===== src/rtl/gray_pkg.sv =====
// ---------------------------------------------------------------------------
// gray_pkg
// Purpose : shared definitions for the Gray-to-binary conversion scheduler.
//           Holds the FSM state encoding and a constant clog2 helper used to
//           size the bit index counter and the requester index.
// Ports   : none (package)
// ---------------------------------------------------------------------------
package gray_pkg;

   localparam logic [1:0] ST_IDLE = 2'd0;
   localparam logic [1:0] ST_CONV = 2'd1;
   localparam logic [1:0] ST_DONE = 2'd2;

   typedef enum logic [1:0] {
      IDLE = ST_IDLE,
      CONV = ST_CONV,
      DONE = ST_DONE
   } state_e;

   // Ceiling log2 usable in constant expressions; clog2(1) is 0.
   function automatic int clog2(input int value);
      int r;
      r = 0;
      while ((1 << r) < value) begin
         r++;
      end
      return r;
   endfunction

endpackage


===== src/rtl/gray_conv_sched_if.sv =====
// ---------------------------------------------------------------------------
// gray_conv_sched_if
// Purpose : bundles the requester side and the result side of the shared
//           Gray-to-binary converter.
// Signals : req_valid/req_gray/req_ready - per-requester request handshake
//           out_valid/out_bin/out_id/out_ready - tagged result handshake
//           busy - converter is not idle
// Modports: master - the environment (requesters and consumer)
//           slave  - the converter itself
// ---------------------------------------------------------------------------
interface gray_conv_sched_if #(
   parameter int WIDTH = 3,
   parameter int NREQ  = 4,
   parameter int IDW   = 2
) ();

   logic [NREQ-1:0]       req_valid;
   logic [NREQ*WIDTH-1:0] req_gray;
   logic [NREQ-1:0]       req_ready;
   logic                  out_valid;
   logic [WIDTH-1:0]      out_bin;
   logic [IDW-1:0]        out_id;
   logic                  out_ready;
   logic                  busy;

   modport master (
      output req_valid, req_gray, out_ready,
      input  req_ready, out_valid, out_bin, out_id, busy
   );

   modport slave (
      input  req_valid, req_gray, out_ready,
      output req_ready, out_valid, out_bin, out_id, busy
   );

endinterface


===== src/rtl/rr_arb_onehot.sv =====
// ---------------------------------------------------------------------------
// rr_arb_onehot
// Purpose : purely combinational round-robin pick. Starting at ptr_i and
//           wrapping upward, the first asserted request wins.
// Ports   : req_i  - request vector
//           ptr_i  - highest-priority index for this pick
//           gnt_o  - one-hot grant (all zero when no request)
//           idx_o  - encoded index of the granted requester
// ---------------------------------------------------------------------------
module rr_arb_onehot #(
   parameter int NREQ = 4,
   parameter int IDW  = 2
) (
   input  logic [NREQ-1:0] req_i,
   input  logic [IDW-1:0]  ptr_i,
   output logic [NREQ-1:0] gnt_o,
   output logic [IDW-1:0]  idx_o
);

   // Walk the requesters in priority order ptr, ptr+1, ... (mod NREQ) and
   // latch onto the first one that is asking.
   always_comb begin
      logic             found;
      logic [IDW-1:0]   cand;
      gnt_o = '0;
      idx_o = '0;
      found = 1'b0;
      cand  = '0;
      for (int k = 0; k < NREQ; k++) begin
         cand = IDW'((int'(ptr_i) + k) % NREQ);
         if (!found && req_i[cand]) begin
            found       = 1'b1;
            gnt_o[cand] = 1'b1;
            idx_o       = cand;
         end
      end
   end

endmodule


===== src/rtl/gray_conv_sched.sv =====
// ---------------------------------------------------------------------------
// gray_conv_sched
// Purpose : one bit-serial Gray-to-binary converter shared by NREQ
//           requesters. A round-robin arbiter picks a requester in IDLE,
//           the FSM converts its code MSB-first one bit per clock, and the
//           tagged result waits in DONE until the consumer takes it.
// Ports   : clk   - rising-edge clock
//           rst_n - asynchronous active-low reset
//           bus   - slave side of gray_conv_sched_if (requests, result, busy)
// ---------------------------------------------------------------------------
module gray_conv_sched
   import gray_pkg::*;
#(
   parameter int WIDTH = 3,
   parameter int NREQ  = 4,
   parameter int IDW   = 2
) (
   input  logic             clk,
   input  logic             rst_n,
   gray_conv_sched_if.slave bus
);

   localparam int IW = (clog2(WIDTH) < 1) ? 1 : clog2(WIDTH);

   state_e           state_q;
   logic [IDW-1:0]   rrPtr_q;
   logic [IDW-1:0]   id_q;
   logic [WIDTH-1:0] gray_q;
   logic [WIDTH-1:0] bin_q;
   logic [WIDTH-1:0] bin_d;
   logic [IW-1:0]    idx_q;
   logic             outValid_q;
   logic             busy_q;

   logic [NREQ-1:0]  gnt;
   logic [IDW-1:0]   grantIdx;
   logic             accept;
   logic [WIDTH-1:0] grayArr [NREQ];
   logic [WIDTH-1:0] bitSel;
   logic             upperBit;
   logic             newBit;

   rr_arb_onehot #(
      .NREQ (NREQ),
      .IDW  (IDW)
   ) uArb (
      .req_i (bus.req_valid),
      .ptr_i (rrPtr_q),
      .gnt_o (gnt),
      .idx_o (grantIdx)
   );

   // Grants are only offered from IDLE; the arbiter only grants asserted
   // requests, so any grant seen in IDLE is an accept.
   assign bus.req_ready = (state_q == IDLE) ? gnt : '0;
   assign accept        = (state_q == IDLE) && (|gnt);

   // Slice the packed request bus into one code per requester so the
   // granted code can be picked by index.
   always_comb begin
      for (int r = 0; r < NREQ; r++) begin
         grayArr[r] = bus.req_gray[r*WIDTH +: WIDTH];
      end
   end

   // One step of the XOR chain: the bit at idx is its Gray bit XORed with the
   // binary bit just above it. Shifting the select mask up by one drops off
   // the top, which supplies the zero seed for the MSB without a special case.
   // bin_q is cleared on accept, so OR-ing in the new bit is enough.
   always_comb begin
      bitSel   = WIDTH'(1) << idx_q;
      upperBit = |(bin_q & (bitSel << 1));
      newBit   = (|(gray_q & bitSel)) ^ upperBit;
      bin_d    = bin_q | (newBit ? bitSel : '0);
   end

   // Main FSM with registered outputs. IDLE captures the granted request and
   // advances the round-robin pointer past it, CONV produces one binary bit
   // per edge from MSB down, DONE holds the tagged result until drained.
   always_ff @(posedge clk or negedge rst_n) begin
      if (!rst_n) begin
         state_q    <= IDLE;
         rrPtr_q    <= '0;
         id_q       <= '0;
         gray_q     <= '0;
         bin_q      <= '0;
         idx_q      <= '0;
         outValid_q <= 1'b0;
         busy_q     <= 1'b0;
      end else begin
         case (state_q)
            IDLE: begin
               if (accept) begin
                  gray_q  <= grayArr[grantIdx];
                  bin_q   <= '0;
                  idx_q   <= IW'(WIDTH - 1);
                  id_q    <= grantIdx;
                  rrPtr_q <= (int'(grantIdx) == NREQ - 1) ? '0 : grantIdx + 1'b1;
                  busy_q  <= 1'b1;
                  state_q <= CONV;
               end
            end
            CONV: begin
               bin_q <= bin_d;
               if (idx_q == '0) begin
                  outValid_q <= 1'b1;
                  state_q    <= DONE;
               end else begin
                  idx_q <= idx_q - 1'b1;
               end
            end
            DONE: begin
               if (bus.out_ready) begin
                  outValid_q <= 1'b0;
                  busy_q     <= 1'b0;
                  state_q    <= IDLE;
               end
            end
            default: begin
               outValid_q <= 1'b0;
               busy_q     <= 1'b0;
               state_q    <= IDLE;
            end
         endcase
      end
   end

   assign bus.out_valid = outValid_q;
   assign bus.out_bin   = bin_q;
   assign bus.out_id    = id_q;
   assign bus.busy      = busy_q;

endmodule

===== src/flat_wrapper.sv =====
// flat-port wrapper written by rule: the top's interface ports become plain ports
module gray_conv_sched_flat import gray_pkg::*;
#(
   parameter int WIDTH = 3,
   parameter int NREQ  = 4,
   parameter int IDW   = 2
)
  (clk, rst_n, bus_req_valid, bus_req_gray, bus_out_ready, bus_req_ready, bus_out_valid, bus_out_bin, bus_out_id, bus_busy);
  gray_conv_sched_if #(.WIDTH(WIDTH), .NREQ(NREQ), .IDW(IDW)) bus_i ();
  input  logic clk;
  input  logic rst_n;
  input wire logic [$bits(bus_i.req_valid)-1:0] bus_req_valid;
  input wire logic [$bits(bus_i.req_gray)-1:0] bus_req_gray;
  input wire logic [$bits(bus_i.out_ready)-1:0] bus_out_ready;
  output wire logic [$bits(bus_i.req_ready)-1:0] bus_req_ready;
  output wire logic [$bits(bus_i.out_valid)-1:0] bus_out_valid;
  output wire logic [$bits(bus_i.out_bin)-1:0] bus_out_bin;
  output wire logic [$bits(bus_i.out_id)-1:0] bus_out_id;
  output wire logic [$bits(bus_i.busy)-1:0] bus_busy;
  assign bus_i.req_valid = bus_req_valid;
  assign bus_i.req_gray = bus_req_gray;
  assign bus_i.out_ready = bus_out_ready;
  assign bus_req_ready = bus_i.req_ready;
  assign bus_out_valid = bus_i.out_valid;
  assign bus_out_bin = bus_i.out_bin;
  assign bus_out_id = bus_i.out_id;
  assign bus_busy = bus_i.busy;
  gray_conv_sched #(.WIDTH(WIDTH), .NREQ(NREQ), .IDW(IDW)) u_core (.clk(clk), .rst_n(rst_n), .bus(bus_i));
endmodule

===== config.mk =====
export PLATFORM = sky130hd
export DESIGN_NAME = gray_conv_sched_flat
export DESIGN_NICKNAME = d
export VERILOG_FILES = /design/src/rtl/gray_pkg.sv /design/src/rtl/gray_conv_sched_if.sv /design/src/rtl/rr_arb_onehot.sv /design/src/rtl/gray_conv_sched.sv /design/src/flat_wrapper.sv
export SDC_FILE = /design/constraint.sdc
export NUM_CORES = 1
export LEC_CHECK = 0
export CORE_MARGIN = 5
export CORE_UTILIZATION = 45
export CTS_CLUSTER_DIAMETER = 40
export DETAILED_ROUTE_END_ITERATION = 10
export PLACE_DENSITY_LB_ADDON = 0.25
export SYNTH_ARGS = -nofsm -noshare
export SYNTH_HDL_FRONTEND = slang
export SYNTH_HIERARCHICAL = 1
export SYNTH_SLANG_ARGS = --single-unit

===== constraint.sdc =====
create_clock -name clk -period 2.96 [get_ports clk]
set_input_delay 0.592 -clock clk [delete_from_list [all_inputs] [get_ports clk]]
set_output_delay 0.592 -clock clk [all_outputs]
set_load 0.01 [all_outputs]

==> impl_metrics.tcl, run 1 <==
set metrics [dict create \
    status "finished, final reports clean" \
    cp-startpoint "u_core/rrPtr_q[0]" \
    start_util_pct 47.4 \
    crit_top_cell "buf_4" \
    ir_worst_vdd_mv 0.860 \
    worstMarginPinSlew_ns 0.722 \
    vias_per_cell 5.60 \
    rsz0062_at_grt "false" \
    critPathSlowestCell "dfrtp_2" \
    first_global_vias 1285 \
    ant_nets 0 \
    syn_nets 159 \
    synth.distinct_cells 42 \
    synth_top_family_by_area "compound AO/OA/AOI/OAI gates" \
    firstDrtPassIters 4 \
    antennaDiodeCount 0 \
    antenna_found_initial 0 \
    holdWs_ns 0.488 \
    drv_slew 0 \
    setup.worst_path.end_class "output port" \
    synth_area_leaders "dfrtp_1 30%, mux4_2 10%, ha_1 8.5%, mux2_2 5.1%, o21ai_0 4.9%" \
    cts-root-buf "clkbuf_4" \
    yosys.area_share.simple_pct 18.9 \
    seq_area_frac_synth_pct 30.4 \
    cpPeakStageDelay_ns 0.45 \
    synth-xor-area-share_pct 0.665 \
    cts_tree "built" \
    hpwl_um 2550 \
    boundaryPins 30 \
    grt_overflow 0 \
    cts_sinks 16 \
    row_count 19 \
    hold_path_class "register to register" \
    muxShareOfSynthArea_pct 17.7 \
    die_y_um 64.1 \
    synth_edf_count 0 \
    critPathLaunchType "register" \
    routed-via-count 1204 \
    syn_avg_cell_area_um2 10.1 \
    grt_max_degree 17 \
    clk_pin_slew_ns 0.09 \
    netlist_area_um2 1320 \
    nets 214 \
    async_flop_share_pct 100 \
    numCtsBuffers 3 \
    critPathKind "register to output port" \
    core_area_um2 2780 \
    endpoint "bus_req_ready[3]" \
    cp_data_required_time_ns 2.37 \
    arrival_ns 2.25 \
    synth_cells 131 \
    fp.dieW_um 64.1 \
    setup_viol_count_final 0 \
    min_period_over_period_pct 96.2 \
    worstPathCellList "buf_12 -> buf_4 -> and3b_1 -> o21ai_1 -> o31ai_1 -> buf_4 -> a221o_2 -> and2_1 -> buf_2" \
    cts-hold-fix-buffers 0 \
    die-area_um2 4110 \
    r2r_start "u_core/rrPtr_q[0]" \
    rr_worst_depth 11 \
    ys_warn_count 6 \
    wl_per_cell_um 15.2 \
    period_minus_slack_ns 2.85 \
    area_delta_synth_final_pct 41.1 \
    h-tree-depth 1 \
    synth_common_cells "16 x dfrtp_1, 15 x nand2_1, 13 x o21ai_0" \
    postRouteWirelength_um 3260 \
    drc 0 \
    tns_ns 0 \
    r2r_setup_slack_ns 0.23 \
    synth_top_area_cell "dfrtp_1" \
    synth_fa_ha_area_share_pct 8.55 \
    track_usage_pct 16.7 \
    yosysMostFrequentCell "dfrtp_1" \
    drtIter0Drc 60 \
    r2r_end "u_core/bus.out_id[1]" \
    max_cap_violations 0 \
    synth_top_area_share_pct 30.4 \
    port_buffers 29 \
    max_slew_margin_pct 51.7 \
    worst-path-max-fanout 10 \
    hold_viol_final 0 \
    hp-start "u_core/bus.out_bin[0]" \
    synth_compound_area_share_pct 19.0 \
    max_freq_ghz 0.351 \
    finClkSkew_ns 0.00298 \
    clkLatencyLatePin_ns 0.28 \
    place.gp.congestion 0.776 \
    power_mw 2.19 \
    grt_pass1_wl_um 5560 \
    power_leakage_nw 0.819 \
    ys_ff_latch 16 \
    p_per_area_nw_per_um2 1180 \
    drive_above_1_share_pct 33.2 \
    cts_buffer_depth 2 \
    ys.flop_type "dfrtp_1" \
]
sequential cells by signal, indices dropped and copies added (netlist names):
register / cells
u_core/idx_q: 2
u_core/bus.out_bin: 3
u_core/bus.out_valid: 1
u_core/state_q: 2
u_core/bus.out_id: 2
u_core/bus.busy: 1
u_core/gray_q: 3
u_core/rrPtr_q: 2
how the worst min path moves through the flow:
stage | endpoint | slack [ns] | depth (start not counted)
after floorplan | u_core/bus.busy | 0.30 | 0
after global placement | u_core/bus.out_bin[0] | 0.47 | 1
after detailed placement | u_core/bus.out_bin[0] | 0.47 | 1
after CTS | u_core/bus.out_bin[0] | 0.50 | 1
after global routing | u_core/idx_q[0] | 0.53 | 1
final | u_core/bus.out_bin[0] | 0.49 | 1
cells in the final DEF (no fill, tap or decap), types with 2 or more instances in the layout:
cell,count
a21oi_1,2
a221o_2,4
a31oi_1,2
and2_1,4
and3b_1,2
buf_2,3
buf_4,24
buf_6,3
clkbuf_4,3
clkdlybuf4s50_1,21
dfrtp_1,15
dlygate4sd2_1,2
ha_1,8
inv_1,5
mux2_2,6
mux2i_1,3
mux4_2,6
nand2_1,15
nand2b_1,3
nor2_1,5
nor3b_1,2
o21ai_0,11
o21ai_1,2
o2bb2ai_1,3
o31ai_1,2
per-stage QoR:
step	instance area, um^2	util (%)	std cells	setup WS (ns)
finish	1860	66.8	215	0.113
global route	1860	66.8	215	0.0208
CTS	1880	67.6	215	0.00111
detailed placement	1790	64.2	204	-0.544
global placement	1790	64.2	204	-0.487
floorplan	1340	-	131	0.0547
critical path, delay by kind of cell (launching register included):
kind                   cells  cell delay (ns)
AND/OR/NAND/NOR            2             0.31
buffers and inverters      4             0.59
flip-flops                 1             0.45
AO/OA/AOI/OAI              3             0.62
timing repair:
item                                    CTS  global route
setup buffers                             8             0
gates resized for setup                  22             7
endpoints found under the setup margin   10             4
pin swaps                                 1             2
endpoints found under the hold margin     0             0
power by group:
| part | internal, mW | switching [mW] |
|---|---|---|
| clock network | 0.0472 | 0.0650 |
| logic | 0.930 | 0.736 |
| registers | 0.330 | 0.0821 |
| total | 1.31 | 0.883 |
routing by layer:
metal | track usage, % | share of wire [%] | vias to the layer above
met2 | 33.0 | 58 | 22
met4 | 7.63 | 1.8 | 0
li1 | - | - | 590
met5 | 0 | 0 | -
met1 | 17.2 | 38 | 586
met3 | 1.93 | 2.6 | 6
logic make-up (layout without fill, tap and decap cells):
family | Yosys count | in the layout
and+or+nand+nor | 42 | 42
AOI/OAI and AO/OA | 35 | 35
DFF | 16 | 16
muxes | 15 | 15
buffers and inverters | 13 | 66
adders and majority gates | 9 | 9
xor gates and xnor gates | 1 | 1
final cells by class:
| type | instances | area [um^2] |
|---|---|---|
| repair buffers | 57 | 503 |
| fillers | 228 | 922 |
| well taps | 31 | 38.8 |
| inverters | 6 | 22.5 |
| multi-input cells | 102 | 871 |
| flip-flops and latches | 16 | 402 |
| clock buffers | 3 | 22.5 |
No activity file was read; power rests on OpenSTA's default activity.
==> run 2, diff against run 1 <==
--- a/config.mk
+++ b/config.mk
@@ -7,6 +7,7 @@
 export LEC_CHECK = 0
 export CORE_MARGIN = 5
 export CORE_UTILIZATION = 45
+export CTS_BUF_LIST = sky130_fd_sc_hd__clkbuf_4 sky130_fd_sc_hd__clkbuf_8 sky130_fd_sc_hd__clkbuf_16
 export CTS_CLUSTER_DIAMETER = 40
 export DETAILED_ROUTE_END_ITERATION = 10
 export PLACE_DENSITY_LB_ADDON = 0.25
==> constraint.sdc (replaced) <==
create_clock -name clk -period 3.23 [get_ports clk]
set_input_delay 0.646 -clock clk [delete_from_list [all_inputs] [get_ports clk]]
set_output_delay 0.646 -clock clk [all_outputs]
set_load 0.01 [all_outputs]
==> run 2 against run 1 <==
Effect of this change:
- clock skew is 0.0042 ns higher
- wire length is 3.9% lower
- first-iteration DRC count is 28% lower
- combinational power is 11% lower
- sequential share of layout area is 0.23 points higher
- final cell count is 1.9% lower
- count of clock-buffer cells in the layout is 1 higher
- critical path depth is 1 lower
- highest routed layer unchanged
- clock power is 21% higher
- critical endpoint is now bus_req_ready[2]
- die area stayed put
- register-to-register slack better by 0.20 ns
==> impl_metrics.tcl, run 2 (synthesized netlist as in run 1, its figures left out) <==
set metrics [dict create \
    cts_tree "built" \
    power_mw 1.99 \
    cts_sinks 16 \
    holdWs_ns 0.497 \
    firstDrtPassIters 4 \
    met1Wirelength_um 1360 \
    numCtsBuffers 3 \
    r2r_setup_slack_ns 0.43 \
    postRouteWirelength_um 3130 \
    antennaDiodeCount 0 \
    mostFrequentLayoutCells "21 x clkdlybuf4s50_1, 21 x buf_4, 16 x dfrtp_1, 15 x nand2_1, 12 x o21ai_0" \
    max_slew_margin_pct 52.3 \
    max_cap_violations 0 \
    power_leakage_nw 0.807 \
    grt_overflow 0 \
    track_usage_pct 15.7 \
    die-area_um2 4110 \
    h-tree-depth 1 \
    max_freq_ghz 0.319 \
    die_y_um 64.1 \
    nFillCells 226 \
    vias_per_cell 5.58 \
    core_area_um2 2780 \
    cp-startpoint "bus_req_valid[3]" \
    boundaryPins 30 \
    rsz0062_at_grt "false" \
    worstMarginPinSlew_ns 0.713 \
    ir_worst_vdd_mv 0.740 \
    cts-root-buf "clkbuf_4" \
    p_per_area_nw_per_um2 1080 \
    cp_data_required_time_ns 2.58 \
    clk_pin_slew_ns 0.09 \
    status "finished, final reports clean" \
    r2r_end "u_core/bus.out_id[1]" \
    worst-path-max-fanout 5 \
    setup.worst_path.end_class "output port" \
    clkLatencyLatePin_ns 0.29 \
    cts_buffer_depth 2 \
    stdcell_count 211 \
    routed-via-count 1177 \
    hold_path_class "register to register" \
    cts-hold-fix-buffers 0 \
    rr_worst_depth 11 \
    critPathLaunchType "primary input" \
    drive_above_1_share_pct 28.3 \
    finClkSkew_ns 0.00722 \
    area_delta_synth_final_pct 39.2 \
    antenna_found_initial 0 \
    nets 209 \
    port_buffers 29 \
    wl_met3_um 120 \
    row_count 19 \
    r2r_start "u_core/rrPtr_q[0]" \
    place.gp.congestion 0.822 \
    routed.top_layer "met4" \
    multi_input_area_um2 866 \
    wl_per_cell_um 14.8 \
    drc 0 \
    dp_cells 201 \
    critPathKind "primary input to output port" \
    grt_max_degree 19 \
    wl_met2_um 1640 \
    endpoint "bus_req_ready[2]" \
    tns_ns 0 \
    drv_slew 0 \
    regArea_um2 400 \
    min_period_over_period_pct 97.0 \
    hold_viol_final 0 \
    setup_viol_count_final 0 \
    period_minus_slack_ns 3.13 \
    grt_pass1_wl_um 5260 \
    fp.dieW_um 64.1 \
    arrival_ns 2.49 \
    ant_nets 0 \
    first_global_vias 1173 \
    start_util_pct 47.4 \
    hpwl_um 2380 \
    drtIter0Drc 43 \
]
[run 2: per-layer routing]
metal  track usage, %  vias up
met5                0        -
met4             4.58        0
met3             4.03        4
met2             27.4       28
met1             19.0      559
li1                 -      586
[run 2: area by class of cell]
type                            instances  share of cell area [%]
Clock buffer                            4                    1.98
Inverter                                6                    1.23
Multi-Input combinational cell        102                    47.2
Sequential cell                        16                    21.8
Tap cell                               31                    2.11
Timing Repair Buffer                   52                    25.6
[run 2: critical path: stages]
cell	delay, ns
dlygate4sd2_1	0.26
mux4_2	0.54
buf_4	0.17
nand2_1	0.06
o21ai_0	0.08
a221o_2	0.31
and2_1	0.14
dlygate4sd2_1	0.27
[run 2: how the worst min path moves through the flow]
| stage | start | endpoint | slack, ns | cells past startpoint |
|---|---|---|---|---|
| after CTS | u_core/bus.busy | u_core/bus.busy | 0.50 | 1 |
| after global placement | u_core/bus.busy | u_core/bus.busy | 0.47 | 1 |
| after detailed placement | u_core/bus.busy | u_core/bus.busy | 0.48 | 1 |
| after floorplan | rst_n | u_core/bus.busy | 0.35 | 0 |
| final | u_core/bus.busy | u_core/bus.busy | 0.50 | 1 |
| after global routing | u_core/bus.busy | u_core/bus.busy | 0.53 | 1 |
[run 2: repair_timing]
action / in CTS / in global routing
setup buffers: 3 / 3
gates resized for setup: 10 / 7
endpoints found under the setup margin: 4 / 4
[run 2: through the flow]
step / cell area (um^2) / util, % / setup WS (ns)
after detailed placement: 1730 / 62.3 / -0.372
final: 1830 / 65.9 / 0.0975
after floorplan: 1320 / - / 0.244
after CTS: 1790 / 64.2 / 0.0514
after global routing: 1830 / 65.9 / 0.00271
after global placement: 1730 / 62.3 / -0.297
[run 2: power by group]
| group | switching [mW] | internal, mW |
|---|---|---|
| Clock | 0.0659 | 0.0687 |
| Sequential | 0.0713 | 0.301 |
| Combinational | 0.662 | 0.821 |
==> edit 1 (settings of run 2) <==
Reset style: synchronous (`rst_n`), changed in one clocked block. Comments in the files are not updated.
--- a/src/rtl/gray_conv_sched.sv
+++ b/src/rtl/gray_conv_sched.sv
@@ -77,7 +77,7 @@
    // Main FSM with registered outputs. IDLE captures the granted request and
    // advances the round-robin pointer past it, CONV produces one binary bit
    // per edge from MSB down, DONE holds the tagged result until drained.
-   always_ff @(posedge clk or negedge rst_n) begin
+   always_ff @(posedge clk) begin
       if (!rst_n) begin
          state_q    <= IDLE;
          rrPtr_q    <= '0;
Behaviour: differs if rst_n is asserted again (counterexample within 4 cycles, from zero or initial values and one cycle with rst_n low); with rst_n held inactive, the same outputs for 10 cycles.
==> edit 1 against run 2 <==
- sequential share of layout area down 4.1 points
- wire length up 11%
- largest power group unchanged
- sequential cell count unchanged
- worst setup slack worse by 8.9 ps
- fmax down 0.28%
- critical path type unchanged
- combinational power down 33%
- area after synthesis up 1.7%
- total power down 29%
- die area up 1.4%
- critical path depth down 1
- sequential power down 17%
- via count up 16%
- non-clock buffer count up 2
- final area down 1.4%
==> edit 1: results (changes against run 2) <==
Routing
  – WL final: 3.47 mm (was 3.13 mm)
  – Per-cell routed wire length: 14.9 um (was 14.8 um)
  – DR vias: 1,369 (was 1,177)

Clock network
  – Resize count post-CTS: 8 (was 10)
  – Total setup buffers inserted after CTS: 2 (was 3)
  – Root buffer cell: clkbuf_4 (unchanged)

Hold path
  – Hold path depth: 2 (was 1)
  – Min-delay src: u_core/bus.out_bin[0] (was u_core/bus.busy)
  – WHS Endpoint: u_core/bus.out_bin[0] (was u_core/bus.busy)

Cells and area
  – Layout cells sized above 1: 22.3% (was 28.3%)
  – Final Net Count: 232 (was 209)

Synthesis
  – Area contributors post-synth: dfxtp_1, mux4_2, ha_1, o21ai_0, a21oi_1 (was dfrtp_1, mux4_2, ha_1, mux2_2, o21ai_0)
  – Avg Inst Size Synth: 8.48 sq um (was 10.1 sq um)
  – Sequential share of the synthesized area: 23.9% (was 30.4%)
  – Post-Syn Nets: 186 (was 159)
  – Count leader, synth: o21ai_0 (was dfrtp_1)
  – Synth top cells by count: o21ai_0, dfxtp_1, inv_1 (was dfrtp_1, nand2_1, o21ai_0)

Outcome
  – Status: completed (unchanged)

Global route
  – Met3 usage: 4.66% (was 4.03%)
  – First-pass GRT wire length: 6.03 mm (was 5.26 mm)
  – Initial antenna violation count: 0 (unchanged)
  – Met1 GRT Util: 22.0% (was 19.0%)
  – Vias in the first global route: 1,310 (was 1,173)
  – GRT Total Usage: 18.0% (was 15.7%)
  – Met2 usage: 30.9% (was 27.4%)

Setup path
  – Crit Path Max Fanout: 8 (was 5)
  – R2R setup slack: 270 ps (was 430 ps)
  – R2r endpoint: u_core/idx_q[0] (was u_core/bus.out_id[1])
  – R2r startpoint: u_core/rrPtr_q[0] (unchanged)

Placement
  – Pre-CTS WS: -424 ps (was -372 ps)
  – Placed Area: 1760 sq um (was 1730 sq um)
  – Dpl hpwl: 2.67 mm (was 2.38 mm)
  – RD Place Congestion: 0.829 (was 0.822)

Timing
  – Clock skew: 7.49 ps (was 7.22 ps)
  – Max Freq: 0.318 GHz (was 0.319 GHz)
  – Rel. slew slack: 72.0% (was 52.3%)

Pwr
  – Leakage: 0.000739 uW (was 0.000807 uW)
  – Peak supply drop: 0.400 mV (was 0.740 mV)
  – P_sw: 587 uW (was 799 uW)
-- edit 1: changes by cell type after synthesis, sizes merged, moves of 6 or more --
| cell | delta |
|---|---|
| a21oi | +9 |
| dfrtp | -16 |
| dfxtp | +16 |
| inv | +6 |
| mux2 | -6 |
| nand3 | +6 |
-- edit 1: per-stage QoR --
stage               power [uW]  hold slack [ps]  setup TNS [ps]
finish                    1410              466               0
global route              1530              501               0
CTS                       1370              468               0
detailed placement        1270              455           -4630
floorplan                  925              454               0
global placement          1240              448           -3210
-- edit 1: layout make-up --
cell class / count / area (sq um)
flip-flops and latches: 16 / 320
clock buffers: 3 / 22.5
well taps: 31 / 38.8
multi-input cells: 117 / 906
repair buffers: 54 / 477
inverters: 12 / 45.0
fillers: 234 / 996
-- edit 1: power by group through the flow --
| stage | clock network, uW | logic (uW) | registers [uW] |
|---|---|---|---|
| floorplan | 0 | 614 | 310 |
| global placement | 0 | 925 | 311 |
| detailed placement | 0 | 952 | 314 |
| CTS | 110 | 949 | 308 |
| global route | 123 | 1080 | 320 |
| finish | 105 | 993 | 311 |
-- edit 1: kinds of logic (layout without fill, tap and decap cells) --
logic type | Yosys count | count (layout) | share of synthesized area (%)
flip-flops | 16 | 16 | 23.9
AND/OR/NAND/NOR | 48 | 48 | 20.5
XOR/XNOR | 1 | 1 | 0.654
buffers and inverters | 25 | 69 | 9.43
AO/OA/AOI/OAI | 51 | 51 | 25.5
adder cells (fa/ha/maj) | 9 | 9 | 8.40
multiplexers | 8 | 8 | 11.6
-- edit 1: layer usage --
layer  part of all wire, %  wire length (um)
met1                    43              1500
met2                    50              1740
met3                   5.3               183
met4                   1.4                49
met5                     0                 0
-- edit 1: tightest hold or removal path: stages, from the launching register on --
cell	delay, ps
dfxtp_1	320
inv_1	50
o32ai_1	50
==> edit 2 (config.mk and constraints of run 2) <==
Without the edit above. `IDW` is set to 2 in 4 places; all go to 1.
--- a/src/rtl/gray_conv_sched_if.sv
+++ b/src/rtl/gray_conv_sched_if.sv
@@ -11,7 +11,7 @@
 interface gray_conv_sched_if #(
    parameter int WIDTH = 3,
    parameter int NREQ  = 4,
-   parameter int IDW   = 2
+   parameter int IDW   = 1
 ) ();
 
    logic [NREQ-1:0]       req_valid;
--- a/src/rtl/rr_arb_onehot.sv
+++ b/src/rtl/rr_arb_onehot.sv
@@ -9,7 +9,7 @@
 // ---------------------------------------------------------------------------
 module rr_arb_onehot #(
    parameter int NREQ = 4,
-   parameter int IDW  = 2
+   parameter int IDW  = 1
 ) (
    input  logic [NREQ-1:0] req_i,
    input  logic [IDW-1:0]  ptr_i,
--- a/src/rtl/gray_conv_sched.sv
+++ b/src/rtl/gray_conv_sched.sv
@@ -13,7 +13,7 @@
 #(
    parameter int WIDTH = 3,
    parameter int NREQ  = 4,
-   parameter int IDW   = 2
+   parameter int IDW   = 1
 ) (
    input  logic             clk,
    input  logic             rst_n,
--- a/src/flat_wrapper.sv
+++ b/src/flat_wrapper.sv
@@ -3,7 +3,7 @@
 #(
    parameter int WIDTH = 3,
    parameter int NREQ  = 4,
-   parameter int IDW   = 2
+   parameter int IDW   = 1
 )
   (clk, rst_n, bus_req_valid, bus_req_gray, bus_out_ready, bus_req_ready, bus_out_valid, bus_out_bin, bus_out_id, bus_busy);
   gray_conv_sched_if #(.WIDTH(WIDTH), .NREQ(NREQ), .IDW(IDW)) bus_i ();
Interface: changed (resized bus_out_id); port bits go from 30 to 29. No check against the original RTL was run, so the function may have changed too.
==> edit 2 against run 2 <==
- final area decreased by 46%
- area after synthesis decreased by 40%
- clock power decreased by 27%
- total power decreased by 55%
- wire length decreased by 50%
- worst setup slack improved by 330 ps
- synthesized cell count decreased by 46%
- sequential cell count decreased by 2
- worst hold slack got worse by 1.9 ps
- register-to-register slack improved by 1100 ps
- critical path type unchanged
- critical endpoint is now bus_req_ready[1]
- largest cell class unchanged
==> edit 2: results (changes against run 2) <==
Timing
  – Clock skew: 0.970 ps (was 7.22 ps)
  – Rel. slew slack: 57.8% (was 52.3%)
  – Worst hold margin: 495 ps (was 497 ps)

Cells and area
  – Layout cells sized above 1: 15.4% (was 28.3%)
  – Layout area overhead: 27.1% (was 39.2%)
  – Final Net Count: 116 (was 209)

Placement
  – Pre-CTS WS: 416 ps (was -372 ps)
  – Count of input and output buffers: 18 (was 29)
  – RD Place Congestion: 0.793 (was 0.822)

Global route
  – GRT Total Usage: 13.3% (was 15.7%)
  – Met1 GRT Util: 14.9% (was 19.0%)
  – Met3 usage: 5.44% (was 4.03%)
  – Largest net degree at the start of global routing: 15 (was 19)
  – Vias in the first global route: 595 (was 1,173)
  – Met2 usage: 21.8% (was 27.4%)

Outcome
  – Status: completed (unchanged)

Routing
  – First-pass detailed-route iteration total: 7 (was 4)
  – WL final: 1.56 mm (was 3.13 mm)
  – WL met2: 776 um (was 1.64 mm)
  – Metal3 WL: 94 um (was 120 um)
  – DRT iter0 DRCs: 13 (was 43)
  – Vias per cell: 5.45 (was 5.58)

Synthesis
  – Mux share of post-synthesis cell area: 11.8% (was 17.7%)
  – Sequential share of the synthesized area: 44.6% (was 30.4%)
  – Synth Area in XOR/XNOR: 1.11% (was 0.665%)

Setup path
  – R2R depth: 5 (was 11)
  – R2R setup slack: 1520 ps (was 430 ps)

Pwr
  – Leakage: 0.000430 uW (was 0.000807 uW)
  – P_sw: 347 uW (was 799 uW)
  – Peak supply drop: 0.449 mV (was 0.740 mV)

Clock network
  – Resize count post-CTS: 0 (was 10)
  – Total setup buffers inserted after CTS: 0 (was 3)
-- edit 2: cell types whose count changed in the layout (fill, tap and decap cells not counted), moves of 6 or more --
| cell | run 2 | this run |
|---|---|---|
| buf_4 | 21 | 1 |
| nand2_1 | 15 | 5 |
| dlygate4sd2_1 | 7 | 0 |
| mux4_2 | 6 | 0 |
| o21ai_0 | 12 | 6 |
-- edit 2: final cells by class --
cell class	instances	share of cell area, %
inverters	4	1.50
clock buffers	3	2.26
multi-input cells	51	40.2
repair buffers	19	18.8
well taps	17	2.13
flip-flops and latches	14	35.1
-- edit 2: power groups by stage --
stage               clock network (uW)  logic [uW]  registers (uW)
floorplan                            0         301             334
global placement                     0         442             333
detailed placement                   0         455             336
CTS                                101         458             333
global route                       109         501             345
finish                            98.0         455             333
-- edit 2: kinds of logic (layout without fill, tap and decap cells) --
logic type / Yosys count / after routing
and+or+nand+nor: 19 / 19
AOI/OAI and AO/OA: 17 / 17
DFF: 14 / 14
muxes: 8 / 8
buffers and inverters: 7 / 26
adders and majority gates: 4 / 4
other: 1 / 2
xor gates and xnor gates: 1 / 1
-- edit 2: critical path, cell delays in order --
cell and delay, ps:
clkdlybuf4s50_1 490, a21boi_1 320, and2_1 170, clkdlybuf4s50_1 530
-- edit 2: worst max path at each step --
stage | start | end | slack, ps | depth (start not counted)
floorplan | bus_req_valid[0] | bus_req_ready[0] | 1390 | 2
global placement | bus_req_valid[1] | bus_req_ready[1] | 470 | 4
detailed placement | bus_req_valid[1] | bus_req_ready[1] | 420 | 4
CTS | bus_req_valid[1] | bus_req_ready[1] | 420 | 4
global route | bus_req_valid[1] | bus_req_ready[1] | 340 | 4
finish | bus_req_valid[1] | bus_req_ready[1] | 430 | 4
